<file path="src/rtl/rst_seq_ctrl.sv">
// -----------------------------------------------------------------------------
// rst_seq_ctrl
//
// Reset sequencer for the 40G switch core. Takes the synchronized active-low
// reset and releases the PCS, MAC and switch-core resets in that order. PCS
// release waits for a stable PLL lock. Each later stage waits a programmable
// gap before it is released. Once everything is up, a one-cycle soft-reset
// request re-resets MAC and core and leaves the PCS alone.
//
// Optional feature macro: RST_SEQ_LOCK_LOSS_EN
//   defined   : losing PLL lock after PCS release drops every output and
//               restarts the whole sequence from WAIT_LOCK.
//   undefined : iPllLocked is only looked at while waiting for lock.
//
// Parameters
//   LOCK_WAIT_CYCLES  consecutive locked samples before PCS release (>=1)
//   STAGE_GAP_CYCLES  edges between successive stage releases      (>=1)
//   SOFT_RST_CYCLES   edges MAC/core are held in soft reset        (>=1)
//   CNT_W             shared counter width (all counts must fit)
//
// Ports
//   Clock        in   core clock, rising edge
//   qnReset      in   asynchronous active-low reset
//   iPllLocked   in   PLL lock status (Clock domain)
//   iSoftRstReq  in   one-cycle soft-reset request
//   oPcsRstN     out  PCS reset, active-low
//   oMacRstN     out  MAC reset, active-low
//   oCoreRstN    out  switch-core reset, active-low
//   oSeqDone     out  all stages released
//   oSoftRstAck  out  one-cycle pulse when a soft reset completes
// -----------------------------------------------------------------------------
module rst_seq_ctrl #(
  parameter int LOCK_WAIT_CYCLES = 64,
  parameter int STAGE_GAP_CYCLES = 16,
  parameter int SOFT_RST_CYCLES  = 32,
  parameter int CNT_W            = 16
) (
  input  logic Clock,
  input  logic qnReset,
  input  logic iPllLocked,
  input  logic iSoftRstReq,
  output logic oPcsRstN,
  output logic oMacRstN,
  output logic oCoreRstN,
  output logic oSeqDone,
  output logic oSoftRstAck
);

  typedef enum logic [2:0] {
    WAIT_LOCK = 3'd0,
    GAP_MAC   = 3'd1,
    GAP_CORE  = 3'd2,
    DONE      = 3'd3,
    SOFT_HOLD = 3'd4,
    SOFT_GAP  = 3'd5
  } state_t;

  // Terminal counts: the counter starts at 0 on entry to a state, so the
  // N-th edge in that state sees the value N-1.
  localparam logic [CNT_W-1:0] LOCK_LAST = CNT_W'(LOCK_WAIT_CYCLES - 1);
  localparam logic [CNT_W-1:0] GAP_LAST  = CNT_W'(STAGE_GAP_CYCLES - 1);
  localparam logic [CNT_W-1:0] SOFT_LAST = CNT_W'(SOFT_RST_CYCLES - 1);
  localparam logic [CNT_W-1:0] CNT_ONE   = CNT_W'(1);
  localparam logic [CNT_W-1:0] CNT_ZERO  = '0;

  state_t           state_reg, state_next;
  logic [CNT_W-1:0] cnt_reg, cnt_next;
  logic             pcs_reg, pcs_next;
  logic             mac_reg, mac_next;
  logic             core_reg, core_next;
  logic             done_reg, done_next;
  logic             ack_reg, ack_next;

  // State, counter and every output are registered together so the reset
  // lines can never glitch.
  always_ff @(posedge Clock or negedge qnReset) begin
    if (!qnReset) begin
      state_reg <= WAIT_LOCK;
      cnt_reg   <= CNT_ZERO;
      pcs_reg   <= 1'b0;
      mac_reg   <= 1'b0;
      core_reg  <= 1'b0;
      done_reg  <= 1'b0;
      ack_reg   <= 1'b0;
    end else begin
      state_reg <= state_next;
      cnt_reg   <= cnt_next;
      pcs_reg   <= pcs_next;
      mac_reg   <= mac_next;
      core_reg  <= core_next;
      done_reg  <= done_next;
      ack_reg   <= ack_next;
    end
  end

  always_comb begin
    state_next = state_reg;
    cnt_next   = cnt_reg;
    pcs_next   = pcs_reg;
    mac_next   = mac_reg;
    core_next  = core_reg;
    done_next  = done_reg;
    ack_next   = 1'b0;  // ack is a single-cycle pulse

    case (state_reg)
      WAIT_LOCK: begin
        // Any unlocked sample restarts the stability count.
        if (!iPllLocked) begin
          cnt_next = CNT_ZERO;
        end else if (cnt_reg == LOCK_LAST) begin
          pcs_next   = 1'b1;
          cnt_next   = CNT_ZERO;
          state_next = GAP_MAC;
        end else begin
          cnt_next = cnt_reg + CNT_ONE;
        end
      end

      GAP_MAC: begin
        if (cnt_reg == GAP_LAST) begin
          mac_next   = 1'b1;
          cnt_next   = CNT_ZERO;
          state_next = GAP_CORE;
        end else begin
          cnt_next = cnt_reg + CNT_ONE;
        end
      end

      GAP_CORE: begin
        if (cnt_reg == GAP_LAST) begin
          core_next  = 1'b1;
          done_next  = 1'b1;
          cnt_next   = CNT_ZERO;
          state_next = DONE;
        end else begin
          cnt_next = cnt_reg + CNT_ONE;
        end
      end

      DONE: begin
        // Soft reset only touches MAC and core; PCS stays released.
        if (iSoftRstReq) begin
          mac_next   = 1'b0;
          core_next  = 1'b0;
          done_next  = 1'b0;
          cnt_next   = CNT_ZERO;
          state_next = SOFT_HOLD;
        end
      end

      SOFT_HOLD: begin
        if (cnt_reg == SOFT_LAST) begin
          mac_next   = 1'b1;
          cnt_next   = CNT_ZERO;
          state_next = SOFT_GAP;
        end else begin
          cnt_next = cnt_reg + CNT_ONE;
        end
      end

      SOFT_GAP: begin
        if (cnt_reg == GAP_LAST) begin
          core_next  = 1'b1;
          done_next  = 1'b1;
          ack_next   = 1'b1;
          cnt_next   = CNT_ZERO;
          state_next = DONE;
        end else begin
          cnt_next = cnt_reg + CNT_ONE;
        end
      end

      default: begin
        // Unreachable encodings fall back to the fully-reset state.
        state_next = WAIT_LOCK;
        cnt_next   = CNT_ZERO;
        pcs_next   = 1'b0;
        mac_next   = 1'b0;
        core_next  = 1'b0;
        done_next  = 1'b0;
      end
    endcase

`ifdef RST_SEQ_LOCK_LOSS_EN
    // Lock loss after PCS release overrides everything, including a soft
    // request on the same edge: drop all resets and resequence from scratch.
    if (state_reg != WAIT_LOCK && !iPllLocked) begin
      state_next = WAIT_LOCK;
      cnt_next   = CNT_ZERO;
      pcs_next   = 1'b0;
      mac_next   = 1'b0;
      core_next  = 1'b0;
      done_next  = 1'b0;
      ack_next   = 1'b0;
    end
`endif
  end

  assign oPcsRstN    = pcs_reg;
  assign oMacRstN    = mac_reg;
  assign oCoreRstN   = core_reg;
  assign oSeqDone    = done_reg;
  assign oSoftRstAck = ack_reg;

endmodule

</file>
<file path="config.mk">
export PLATFORM = sky130hd
export DESIGN_NAME = rst_seq_ctrl
export DESIGN_NICKNAME = d
export VERILOG_FILES = /design/src/rtl/rst_seq_ctrl.sv
export SDC_FILE = /design/constraint.sdc
export NUM_CORES = 1
export LEC_CHECK = 0
export ABC_AREA = 1
export CAP_MARGIN = 20
export CORE_MARGIN = 3
export CORE_UTILIZATION = 35
export DETAILED_ROUTE_END_ITERATION = 7
export PLACE_DENSITY_LB_ADDON = 0.08
export SLEW_MARGIN = 20
export SYNTH_ARGS = -nofsm -noshare
export SYNTH_HDL_FRONTEND = slang
export SYNTH_SLANG_ARGS = --single-unit
</file>
<file path="constraint.sdc">
create_clock -name Clock -period 2.3 [get_ports Clock]
set_input_delay 0.69 -clock Clock [delete_from_list [all_inputs] [get_ports Clock]]
set_output_delay 0.69 -clock Clock [all_outputs]
set_load 0.01 [all_outputs]
</file>
=== Word-level counts from Yosys, hierarchy flattened ===
Index checks and enable logic that the tools add are counted.

* Bitwise gates (word level): 3
* Equal/unequal tests: 14
* Order comparisons: 0
* Div/mod/pow operators: 0
* $mul: 0
* Add/subtract/negate cells: 1
* Mux-type cells: 23
* Reductions and logical operators: 10
* Shifts and indexed selects: 0

{| class="wikitable"
|+ Operators with widths
! kind !! number
|-
| $mux W16 || 5
|-
| $pmux W16 S4 || 1
|-
| $mux W3 || 6
|-
| $add A16 B1 Y16 const B || 1
|-
| $eq A16 B4 Y1 const B || 1
|-
| $eq A16 B5 Y1 const B || 1
|-
| $eq A16 B6 Y1 const B || 1
|-
| $pmux W3 S5 || 1
|-
| $ne A2 B2 Y1 const B || 5
|-
| $reduce_or A3 Y1 || 3
|-
| $mux W1 || 7
|-
| $eq A3 B2 Y1 const B || 2
|-
| $eq A3 B3 Y1 const B || 2
|-
| $reduce_and A3 Y1 || 2
|-
| $reduce_and A6 Y1 || 1
|-
| $reduce_or A5 Y1 || 1
|-
| $pmux W1 S4 || 1
|-
| $reduce_and A4 Y1 || 1
|-
| $eq A3 B1 Y1 const B || 1
|-
| $logic_not A3 Y1 || 1
|-
| $not A1 Y1 || 3
|-
| $pmux W1 S3 || 1
|-
| $ne A2 B1 Y1 const B || 1
|-
| $pmux W1 S2 || 1
|-
| $reduce_or A2 Y1 || 1
|}

* ROM bits: 0
* Register bits: 23
* Bits in writable memories: 0
* Bits of input ports: 4
* Latch bits: 0
* Memories: 0

=== Logic depth before layout (Yosys ltp) ===
Gate-level depths: netlist (run 1).

* Word-level depth: 4
* Mapped depth: 11

=== Worst setup path after synthesis (run 1) ===
Ideal clock, no wire load.

* Path type: reg-to-reg
* Start point: reg cnt_reg[0]
* End point: reg state_reg[1]
* Library setup time: 0.117 ns
* Arrival time: 1.306 ns
* Cell stages (with the launch flop): 11
* Buffers on the path: 0
* Data required time: 2.183 ns
* Setup slack: 0.877 ns
* Period minus slack after synthesis: 1.423 ns
* Path through: dfrtp_1 > ha_1 > nand3_4 > nor2_1 > nand2_2 > nand2_1 > nand2_2 > clkinv_1 > nand3_2 > nand2_1 > nand2_1

* Cells in the longest elaborated chain, start to end: 3
* Elaborated cells between the ends (all ways): 8
* Those cells by class: 7 x eq/ne; 1 x reduce/logical

{| class="wikitable"
|+ RTL lines
! what !! line !! source
|-
| start, declared || 67 || <nowiki>logic [CNT_W-1:0] cnt_reg, cnt_next;</nowiki>
|-
| start signal, assigned || 87 || <nowiki>cnt_reg <= cnt_next;</nowiki>
|-
| $eq A16 B5 Y1, or another cell as far along || 152 || <nowiki>if (cnt_reg == SOFT_LAST) begin</nowiki>
|-
| $ne A2 B2 Y1 (no line) / $ne A2 B1 Y1 (equally long branches) || n/a ||
|-
| $reduce_and A6 Y1 (no line) * || n/a ||
|-
| end signal, assigned || 86 || <nowiki>state_reg <= state_next;</nowiki>
|-
| end, declared || 66 || <nowiki>state_t state_reg, state_next;</nowiki>
|}

Every way passes the cells marked *; elsewhere a longest branch is shown, timed or not.
A chain may end at the register's enable or synchronous reset.

=== Final worst setup path (run 1) ===
* Start point: reg mac_reg, in the netlist oMacRstN
* End point: out oMacRstN

{| class="wikitable"
|+ RTL lines
! what !! line !! source
|-
| start, declared || 69 || <nowiki>logic mac_reg, mac_next;</nowiki>
|-
| start signal, assigned || 89 || <nowiki>mac_reg <= mac_next;</nowiki>
|-
| end, declared || 43 || <nowiki>output logic oMacRstN,</nowiki>
|}

No word-level cell between the ends.

==> results of run 1 <==
==> cell families (layout without fill, tap and decap cells) <==
family	after synthesis	count (layout)	synth area share [%]
AO/OA/AOI/OAI	21	21	8.891
XOR/XNOR	6	6	3.086
adder cells (fa/ha/maj)	2	2	1.469
buffers and inverters	31	43	7.494
flip-flops	23	23	33.80
AND/OR/NAND/NOR	166	166	45.26
==> per-stage QoR <==
| step | power [µW] | std cells | hold WS (ns) | util [%] | setup slack, ns |
|---|---|---|---|---|---|
| 6_report | 1728 | 326 | 0.5161 | 42.44 | 0.4084 |
| 2_1_floorplan | 1197 | 249 | 0.3944 | - | 0.8774 |
| 3_5_place_dp | 1471 | 322 | 0.4831 | 41.45 | 0.3897 |
| 4_1_cts | 1746 | 326 | 0.5171 | 42.44 | 0.3848 |
| 3_3_place_gp | 1482 | 322 | 0.4851 | 41.45 | 0.3788 |
| 5_1_grt | 1887 | 326 | 0.5487 | 42.44 | 0.3692 |
==> where the power goes <==
part	total (µW)	internal, µW	switching (µW)	leakage [µW]
sequential	569	481	88.0	0.000308
clock	261	124	137	0.0000228
combinational	898	330	568	0.000580
total	1730	935	793	0.000911
==> cells in the final DEF (no fill, tap or decap) <==
cell	n
sky130_fd_sc_hd__buf_4	7
sky130_fd_sc_hd__nand3_2	1
sky130_fd_sc_hd__nor2_2	2
sky130_fd_sc_hd__a21oi_1	2
sky130_fd_sc_hd__nand3_1	25
sky130_fd_sc_hd__dfrtp_1	23
sky130_fd_sc_hd__o21ai_1	1
sky130_fd_sc_hd__clkbuf_8	3
sky130_fd_sc_hd__nor3_4	1
sky130_fd_sc_hd__clkinv_1	1
sky130_fd_sc_hd__nor4_1	1
sky130_fd_sc_hd__ha_1	2
sky130_fd_sc_hd__clkdlybuf4s50_1	8
sky130_fd_sc_hd__or2_2	1
sky130_fd_sc_hd__nand2_2	6
sky130_fd_sc_hd__o21bai_4	1
sky130_fd_sc_hd__xnor2_1	1
sky130_fd_sc_hd__inv_1	20
sky130_fd_sc_hd__nand3_4	1
sky130_fd_sc_hd__nand2_1	73
sky130_fd_sc_hd__nand4_1	16
sky130_fd_sc_hd__xor2_1	5
sky130_fd_sc_hd__nor2_4	1
sky130_fd_sc_hd__nor3_2	1
sky130_fd_sc_hd__o21a_1	1
sky130_fd_sc_hd__o21ai_0	5
sky130_fd_sc_hd__o2111ai_1	1
sky130_fd_sc_hd__clkbuf_1	1
sky130_fd_sc_hd__o211ai_1	8
sky130_fd_sc_hd__o21bai_1	1
sky130_fd_sc_hd__nor3_1	1
sky130_fd_sc_hd__a21oi_2	1
sky130_fd_sc_hd__nor2_1	35
sky130_fd_sc_hd__nor3b_1	1
sky130_fd_sc_hd__inv_2	3
==> final timing paths <==
kind	end	slack (ns)
setup / recovery	oMacRstN	0.41
hold / removal	oPcsRstN$_DFFE_PN0P_	0.52
setup reg to reg	state_reg[2]$_DFFE_PN0P_	0.65
hold reg to reg	oPcsRstN$_DFFE_PN0P_	0.52
max in group asynchronous	cnt_reg[2]$_DFFE_PN0N_	1.27
min in group asynchronous	cnt_reg[9]$_DFFE_PN0N_	0.77
==> worst reg2reg max path: cells and delay by family (launching register included) <==
| kind | cells | cell delay, ns |
|---|---|---|
| AOI/OAI and AO/OA | 1 | 0.21 |
| adders and majority gates | 1 | 0.25 |
| DFF | 1 | 0.39 |
| and+or+nand+nor | 6 | 0.71 |
==> area by class of cell <==
class	count	area, µm²	area share (%)
Clock buffer	4	45.04	2.341
Inverter	24	90.09	4.681
Multi-Input combinational cell	195	999.7	51.95
Sequential cell	23	575.6	29.91
Tap cell	65	81.33	4.226
Timing Repair Buffer	15	132.6	6.892
==> per-layer routing <==
layer	wire length (µm)	share of wire, %
met1	2361	54
met2	1786	41
met3	219	5.0
met4	36	0.82
met5	0	0
==> flow_metrics.py, run 1 <==
metrics = {
    "synthesis": {
        "netlist.area_leader.share_pct": 33.80,
        "synth.most_common_cell": "sky130_fd_sc_hd__nand2_1",
        "synth.cells.most_frequent": "sky130_fd_sc_hd__nand2_1, sky130_fd_sc_hd__nor2_1, sky130_fd_sc_hd__nand3_1",
        "ys_dominant_reg_cell": "sky130_fd_sc_hd__dfrtp_1",
        "seq_area_frac_synth_pct": 33.80,
        "cell_types_with_the_largest_area_share_after_synthesis": "sky130_fd_sc_hd__dfrtp_1, sky130_fd_sc_hd__nand2_1, sky130_fd_sc_hd__nor2_1",
        "synth_seq_cells": 23,
        "synth_area_mm2": 0.001703,
        "yosysTopAreaCell": "sky130_fd_sc_hd__dfrtp_1",
        "postSynth.asyncResetShare_pct": 100.0,
        "post_synth_num_cell_types": 34,
        "synthesis.nets": 255,
        "synth_cells": 249,
        "syn_avg_cell_area_um2": 6.839,
        "synth_enable_flop_cells": 0,
        "synth_warnings": 0,
    },
    "setup_path": {
        "worstSetupEndpointType": "output port",
        "worst_setup_path_start_kind": "flop",
        "critical_path_depth": 1,
        "crit_path_start": "oMacRstN$_DFFE_PN0P_",
        "critPathRequiredTime_ns": 1.61,
        "slowest_delay_ns": 0.55,
        "cp_cell_sequence": "clkdlybuf4s50_1",
        "critical_path_class": "flop to output port",
        "r2r-start": "cnt_reg[0]$_DFFE_PN0N_",
        "cpLargestDelayFamily": "buffers and inverters",
        "critical_path_buf_inv_count": 1,
        "worst_r2r_path_depth": 8,
        "worst_path_max_delay_cell": "sky130_fd_sc_hd__clkdlybuf4s50_1",
        "critical_path_peak_fanout": 2,
        "crit_arrival_ns": 1.20,
    },
    "sta": {
        "timing.final.crit_period_ns": 1.892,
        "worstMarginPinSlew_ns": 0.3457,
        "finalSetupViolations": 0,
        "grt_setup_unrepaired": "no",
        "timing.max_slew.rel_slack_pct": 76.74,
        "hold_viol_final": 0,
        "timing.fmax_ghz": 0.5287,
        "final.period_utilization_pct": 82.24,
        "timing_max_transition_violations_final": 0,
        "setup_tns_ns": 0,
        "clock_skew_ns": 0.01051,
    },
    "global_routing": {
        "grt_max_degree": 24,
        "antenna_found_initial": 0,
        "globalRouteMet3Util_pct": 3.430,
        "globalRouteOverflowTotal": 0,
        "first_global_vias": 1498,
        "met2_track_usage_gr_pct": 23.95,
        "grtUsageTotal_pct": 17.15,
        "gr-max-usage-layer": "met1",
        "grt_util_met1_pct": 26.29,
        "grt_pass1_wl_um": 7452,
    },
    "drt": {
        "drt_drc_violations_left": 0,
        "drt_iter0_drc": 132,
        "drt.antenna.violating_nets": 0,
        "route.detailed.vias_per_inst": 4.972,
        "wire_per_inst_um": 13.51,
        "dr.pass1.iters": 5,
        "wirelength_um": 4403,
        "routed-via-count": 1621,
    },
    "die": {
        "core-area_mm2": 0.004534,
        "die_w_um": 75.75,
        "io_pins": 9,
        "die_area_mm2": 0.005738,
        "initial_core_utilization_pct": 37.56,
        "die_y_um": 75.75,
        "row_count": 24,
    },
    "place": {
        "dpl-instance-area_mm2": 0.001879,
        "io_port_bufs": 8,
        "hpwl_dp_um": 3219,
        "globalplace.congestion": 0.8465,
    },
    "pwr": {
        "power.ir.vdd_worst_mv": 0.5929,
        "total_leakage_power_uw": 0.0009111,
        "powerDensity_mw_per_mm2": 898.2,
    },
    "clock_network": {
        "cts.sinks": 23,
        "htree_levels": 1,
        "clock_tree_from_tritoncts": "done",
        "cts.repair_timing.setup_buffer_count": 0,
        "clockRootBuffer": "sky130_fd_sc_hd__clkbuf_8",
        "cts_inserted_buffers": 3,
        "quantity_of_gates_resized_following_cts": 0,
        "worst_setup_hold_path_clk_slew_ns": 0.09,
        "cts.path.max_buffers": 2,
        "cts-hold-fix-buffers": 0,
        "worstSkewPairLatency_ns": 0.27,
    },
    "status": {
        "status": "finished clean",
    },
    "finish": {
        "layout.filler_cells": 501,
        "layout-area-overhead-vs-synth_pct": 13.01,
        "nets": 268,
        "largest_register_ffs": 16,
        "final_std_cell_area_no_fill_mm2": 0.001924,
        "n_antenna_cell": 0,
        "fraction_of_layout_instances_using_a_drive_strength_above_1_pct": 11.11,
    },
    "hold_path": {
        "hold_path.startpoint": "oPcsRstN$_DFFE_PN0P_",
        "min-delay-path-class": "flop to flop",
        "whs_path_depth": 2,
    },
    "job": {
        "maxCapViolCount": 0,
    },
}
No activity file was read; power rests on OpenSTA's default activity.
==> run 2, diff against run 1 <==
- clock period: 2.3 -> 1.8 ns (I/O delays scaled with it)
==> run 2 against run 1 <==
Sequential share of layout area decreased by 0.85 points. Wire length up 1.8%. Power rose by 32%. Register-to-register slack got worse by 0.51 ns. Global-route usage fell by 0.20 points. Sequential power grew 27%. Die area did not move. Largest power group unchanged. Critical path depth unchanged. Clock skew decreased by 0.0085 ns. Cell area grew 2.9%.
==> flow_metrics.py, run 2 (same netlist as run 1, synthesis figures left out) <==
metrics = {
    "setup_path": {
        "critical_path_depth": 1,
        "critical_path_buf_inv_count": 1,
        "regToRegEndpoint": "cnt_reg[15]$_DFFE_PN0N_",
        "worst_r2r_path_depth": 8,
        "critical_path_class": "flop to output port",
        "crit_arrival_ns": 1.20,
        "worstSetupEndpointType": "output port",
        "crit_end": "oCoreRstN",
        "slowest_delay_ns": 0.54,
        "worst_path_max_delay_cell": "sky130_fd_sc_hd__clkdlybuf4s50_1",
        "r2r-start": "cnt_reg[14]$_DFFE_PN0N_",
        "cp_cell_sequence": "clkdlybuf4s50_1",
        "cpLargestDelayFamily": "buffers and inverters",
        "critPathRequiredTime_ns": 1.26,
        "critical_path_peak_fanout": 3,
        "crit_path_start": "oSeqDone$_DFFE_PN0P_",
        "worst_setup_path_start_kind": "flop",
        "worst-r2r-setup-slack_ns": 0.14,
    },
    "global_routing": {
        "globalRouteOverflowTotal": 0,
        "antenna_found_initial": 0,
        "grt_pass1_wl_um": 7383,
        "grtUsageTotal_pct": 16.95,
        "grt_max_degree": 24,
        "first_global_vias": 1527,
    },
    "place": {
        "dpl-instance-area_mm2": 0.001932,
        "hpwl_dp_um": 3417,
        "globalplace.congestion": 0.8473,
        "place_worst_setup_slack_ns": 0.006176,
        "io_port_bufs": 8,
    },
    "clock_network": {
        "worst_setup_hold_path_clk_slew_ns": 0.09,
        "cts-hold-fix-buffers": 0,
        "cts.sinks": 23,
        "worstSkewPairLatency_ns": 0.27,
        "clockRootBuffer": "sky130_fd_sc_hd__clkbuf_8",
        "cts.path.max_buffers": 2,
        "htree_levels": 1,
        "cts.repair_timing.setup_buffer_count": 0,
        "quantity_of_gates_resized_following_cts": 0,
        "clock_tree_from_tritoncts": "done",
        "cts_inserted_buffers": 3,
    },
    "finish": {
        "mostFrequentLayoutCell": "sky130_fd_sc_hd__nand2_1",
        "layout.filler_cells": 486,
        "final_std_cell_area_no_fill_mm2": 0.001981,
        "fraction_of_layout_instances_using_a_drive_strength_above_1_pct": 13.81,
        "final_util_pct": 43.68,
        "largest_register_ffs": 16,
        "final_cell_mix": "sky130_fd_sc_hd__nand2_1, sky130_fd_sc_hd__nor2_1, sky130_fd_sc_hd__nand3_1",
        "n_antenna_cell": 0,
        "layout-area-overhead-vs-synth_pct": 16.31,
        "nets": 275,
    },
    "drt": {
        "route.detailed.vias_per_inst": 4.958,
        "drt.antenna.violating_nets": 0,
        "drt_iter0_drc": 104,
        "drt_drc_violations_left": 0,
        "dr.pass1.iters": 4,
        "routed-via-count": 1651,
        "wirelength_um": 4481,
        "wire_per_inst_um": 13.46,
    },
    "sta": {
        "timing.final.crit_period_ns": 1.735,
        "final.period_utilization_pct": 96.40,
        "clock_skew_ns": 0.002006,
        "timing.fmax_ghz": 0.5763,
        "layout_setup_ws_ns": 0.06487,
        "worstMarginPinSlew_ns": 0.3321,
        "finalSetupViolations": 0,
        "timing_max_transition_violations_final": 0,
        "grt_setup_unrepaired": "no",
        "hold_viol_final": 0,
        "setup_tns_ns": 0,
        "timing.max_slew.rel_slack_pct": 77.78,
    },
    "die": {
        "initial_core_utilization_pct": 37.56,
        "io_pins": 9,
        "die_w_um": 75.75,
        "row_count": 24,
        "die_y_um": 75.75,
        "core-area_mm2": 0.004534,
        "die_area_mm2": 0.005738,
    },
    "job": {
        "maxCapViolCount": 0,
    },
    "pwr": {
        "power.ir.vdd_worst_mv": 0.5869,
        "powerDensity_mw_per_mm2": 1152,
        "post-layout-total-power_uw": 2282,
        "total_leakage_power_uw": 0.0009457,
    },
    "status": {
        "status": "finished clean",
    },
    "hold_path": {
        "min-delay-path-class": "flop to flop",
        "whs_path_depth": 2,
    },
}
[run 2: cell types whose count changed in the layout (fill, tap and decap cells not counted)]
cell | previous run | this run
sky130_fd_sc_hd__clkbuf_1 | 1 | 0
sky130_fd_sc_hd__buf_4 | 7 | 14
sky130_fd_sc_hd__clkinvlp_4 | 0 | 1
[run 2: how the worst min path moves through the flow]
stage | start | end | slack (ns)
final | oSeqDone$_DFFE_PN0P_ | oSeqDone$_DFFE_PN0P_ | 0.51
after global routing | oPcsRstN$_DFFE_PN0P_ | oPcsRstN$_DFFE_PN0P_ | 0.52
after CTS | oPcsRstN$_DFFE_PN0P_ | oPcsRstN$_DFFE_PN0P_ | 0.51
after detailed placement | oMacRstN$_DFFE_PN0P_ | oMacRstN$_DFFE_PN0P_ | 0.49
after global placement | oPcsRstN$_DFFE_PN0P_ | oPcsRstN$_DFFE_PN0P_ | 0.49
after floorplan | qnReset | cnt_reg[0]$_DFFE_PN0N_ | 0.24
[run 2: layer usage]
layer  share of wire [%]  track usage [%]
met5                   0                0
met4                0.60            3.689
met3                 4.7            3.166
met2                  42            24.81
met1                  52            25.66
[run 2: final cells by class]
type	instances	area [µm²]	share of cell area, %
Clock buffer	3	41.29	2.085
Sequential cell	23	575.6	29.06
Clock inverter	1	7.507	0.3790
Timing Repair Buffer	22	185.2	9.349
Multi-Input combinational cell	195	999.7	50.47
Inverter	24	90.09	4.548
Tap cell	65	81.33	4.106
[run 2: through the flow]
step / instances / hold slack [ns]
2_1_floorplan: 249 / 0.2444
3_3_place_gp: 329 / 0.4861
3_5_place_dp: 329 / 0.4861
4_1_cts: 333 / 0.5144
5_1_grt: 333 / 0.5250
6_report: 333 / 0.5139
[run 2: where the power goes]
| part | internal [µW] | switching [µW] | total [µW] |
|---|---|---|---|
| combinational | 466 | 745 | 1210 |
| sequential | 615 | 111 | 725 |
| clock | 157 | 190 | 347 |
==> edit, RTL diff (config.mk and constraints of run 2) <==
Re-encode `state_t` (6 states) as one-hot, 6 bits wide.
--- a/src/rtl/rst_seq_ctrl.sv
+++ b/src/rtl/rst_seq_ctrl.sv
@@ -46,13 +46,13 @@
   output logic oSoftRstAck
 );
 
-  typedef enum logic [2:0] {
-    WAIT_LOCK = 3'd0,
-    GAP_MAC   = 3'd1,
-    GAP_CORE  = 3'd2,
-    DONE      = 3'd3,
-    SOFT_HOLD = 3'd4,
-    SOFT_GAP  = 3'd5
+  typedef enum logic [5:0] {
+    WAIT_LOCK = 6'b000001,
+    GAP_MAC   = 6'b000010,
+    GAP_CORE  = 6'b000100,
+    DONE      = 6'b001000,
+    SOFT_HOLD = 6'b010000,
+    SOFT_GAP  = 6'b100000
   } state_t;
 
   // Terminal counts: the counter starts at 0 on entry to a state, so the
Function: same outputs for any inputs over 10 cycles, from zero or initial values and one cycle with qnReset low; not proved beyond that.
==> edit against run 2 <==
Count of clock-buffer cells in the layout unchanged; wire length increased by 3.8%; setup slack improved by 0.0076 ns; first-iteration DRC count increased by 3.8%; synthesized area increased by 6.2%; highest routed layer unchanged; design area increased by 8.8%; sequential cell count increased by 3; sequential share of layout area increased by 1.3 points; via count increased by 5.4%.
Power is not compared: it rests on default switching activity, and its combinational part moved more than twofold at a synthesized area within 25%.
==> edit: results <==
export IMPL_power_switching_mw=0.246
export IMPL_slowest_stage="clkdlybuf4s50_1"
export IMPL_layout_drive_gt1_share_pct=14.5
export IMPL_seq_area_frac_synth_pct=36.1
export IMPL_dpl_instance_area_um2=2050
export IMPL_antenna_found_initial=0
export IMPL_path_clk_slew_ns=0.09
export IMPL_min_path_type="reg2reg"
export IMPL_drt_vias_per_instance=4.87
export IMPL_synthTopCellsByCount="nand2_1, nand3_1, nor2_1"
export IMPL_cp_slowest_stage_delay_ns=0.54
export IMPL_grt_pass1_wl_um=8400
export IMPL_placed_cells=352
export IMPL_peakVddDrop_mv=0.391
export IMPL_rr_worst_depth=8
export IMPL_ys_types=26
export IMPL_synth_compound_area_share_pct=4.15
export IMPL_crit_arrival_ns=1.19
export IMPL_tightest_slew_ns=0.296
export IMPL_grt_use_total_pct=17.2
export IMPL_cts_resized=0
export IMPL_p_sw_share_pct=21.2
export IMPL_syn_num_nets=276
export IMPL_post_cts_buffers=0
export IMPL_holdPathStages=2
export IMPL_powerComb_mw=0.0651
export IMPL_clk_latency_ns=0.28
export IMPL_synth_adder_area_share_pct=0.692
export IMPL_outcome="complete, no violations"
export IMPL_wire_per_inst_um=13.0
export IMPL_wl_um=4650
export IMPL_ys_warn_count=0
export IMPL_crit_path_max_fanout=3
export IMPL_leakage_nw=1.13
export IMPL_diodes=0
export IMPL_grt_max_degree=27
export IMPL_htree_levels=1
export IMPL_setup_violations=0
export IMPL_cts_max_path_buffers=2
export IMPL_io_buffers=8
export IMPL_root_buffer="clkbuf_8"
export IMPL_drtPass1Iterations=4
export IMPL_drt_iter0_drc=108
export IMPL_finClkSkew_ns=0.00876
export IMPL_dpl_worst_slack_ns=0.0536
export IMPL_cts_made_buffers=3
export IMPL_grt_pass1_vias=1725
export IMPL_synthCells=271
export IMPL_synth_async_reset_ratio_pct=100
export IMPL_synth_area_top_cells="dfrtp_1, nand2_1, nand3_1"
export IMPL_gp_congestion=0.847
export IMPL_layout_nets=296
export IMPL_p_clk_mw=0.501
export IMPL_crit_family="buffers and inverters"
export IMPL_largest_reg_flops=16
export IMPL_dp_hpwl_um=3550
export IMPL_synthMuxAreaShare_pct=0
export IMPL_synth_xor_area_share_pct=3.88
[edit: routing by layer]
layer  GRT usage, %  vias to the layer above  routed length (um)
met1           26.2                      786                2490
li1               -                      913                   -
met4           4.27                        0                  48
met5              0                        -                   0
met2           25.8                       36                1960
met3           1.86                        5                 147
[edit: worst paths after layout]
| check | end | slack, ns | start |
|---|---|---|---|
| max | oSeqDone | 0.07 | oSeqDone |
| min | oPcsRstN | 0.49 | oPcsRstN |
| max reg2reg | state_reg[2] | 0.21 | state_reg[5] |
| min reg2reg | oPcsRstN | 0.49 | oPcsRstN |
| max in group asynchronous | state_reg[0] | 0.95 | qnReset |
| min in group asynchronous | cnt_reg[8] | 0.61 | qnReset |
[edit: final cells by class]
type	count	area, um^2
fillers	529	2690
inverters	26	97.6
flip-flops and latches	26	653
multi-input cells	211	1030
clock buffers	3	41.3
well taps	67	83.8
repair buffers	23	220
clock inverters	1	30.0
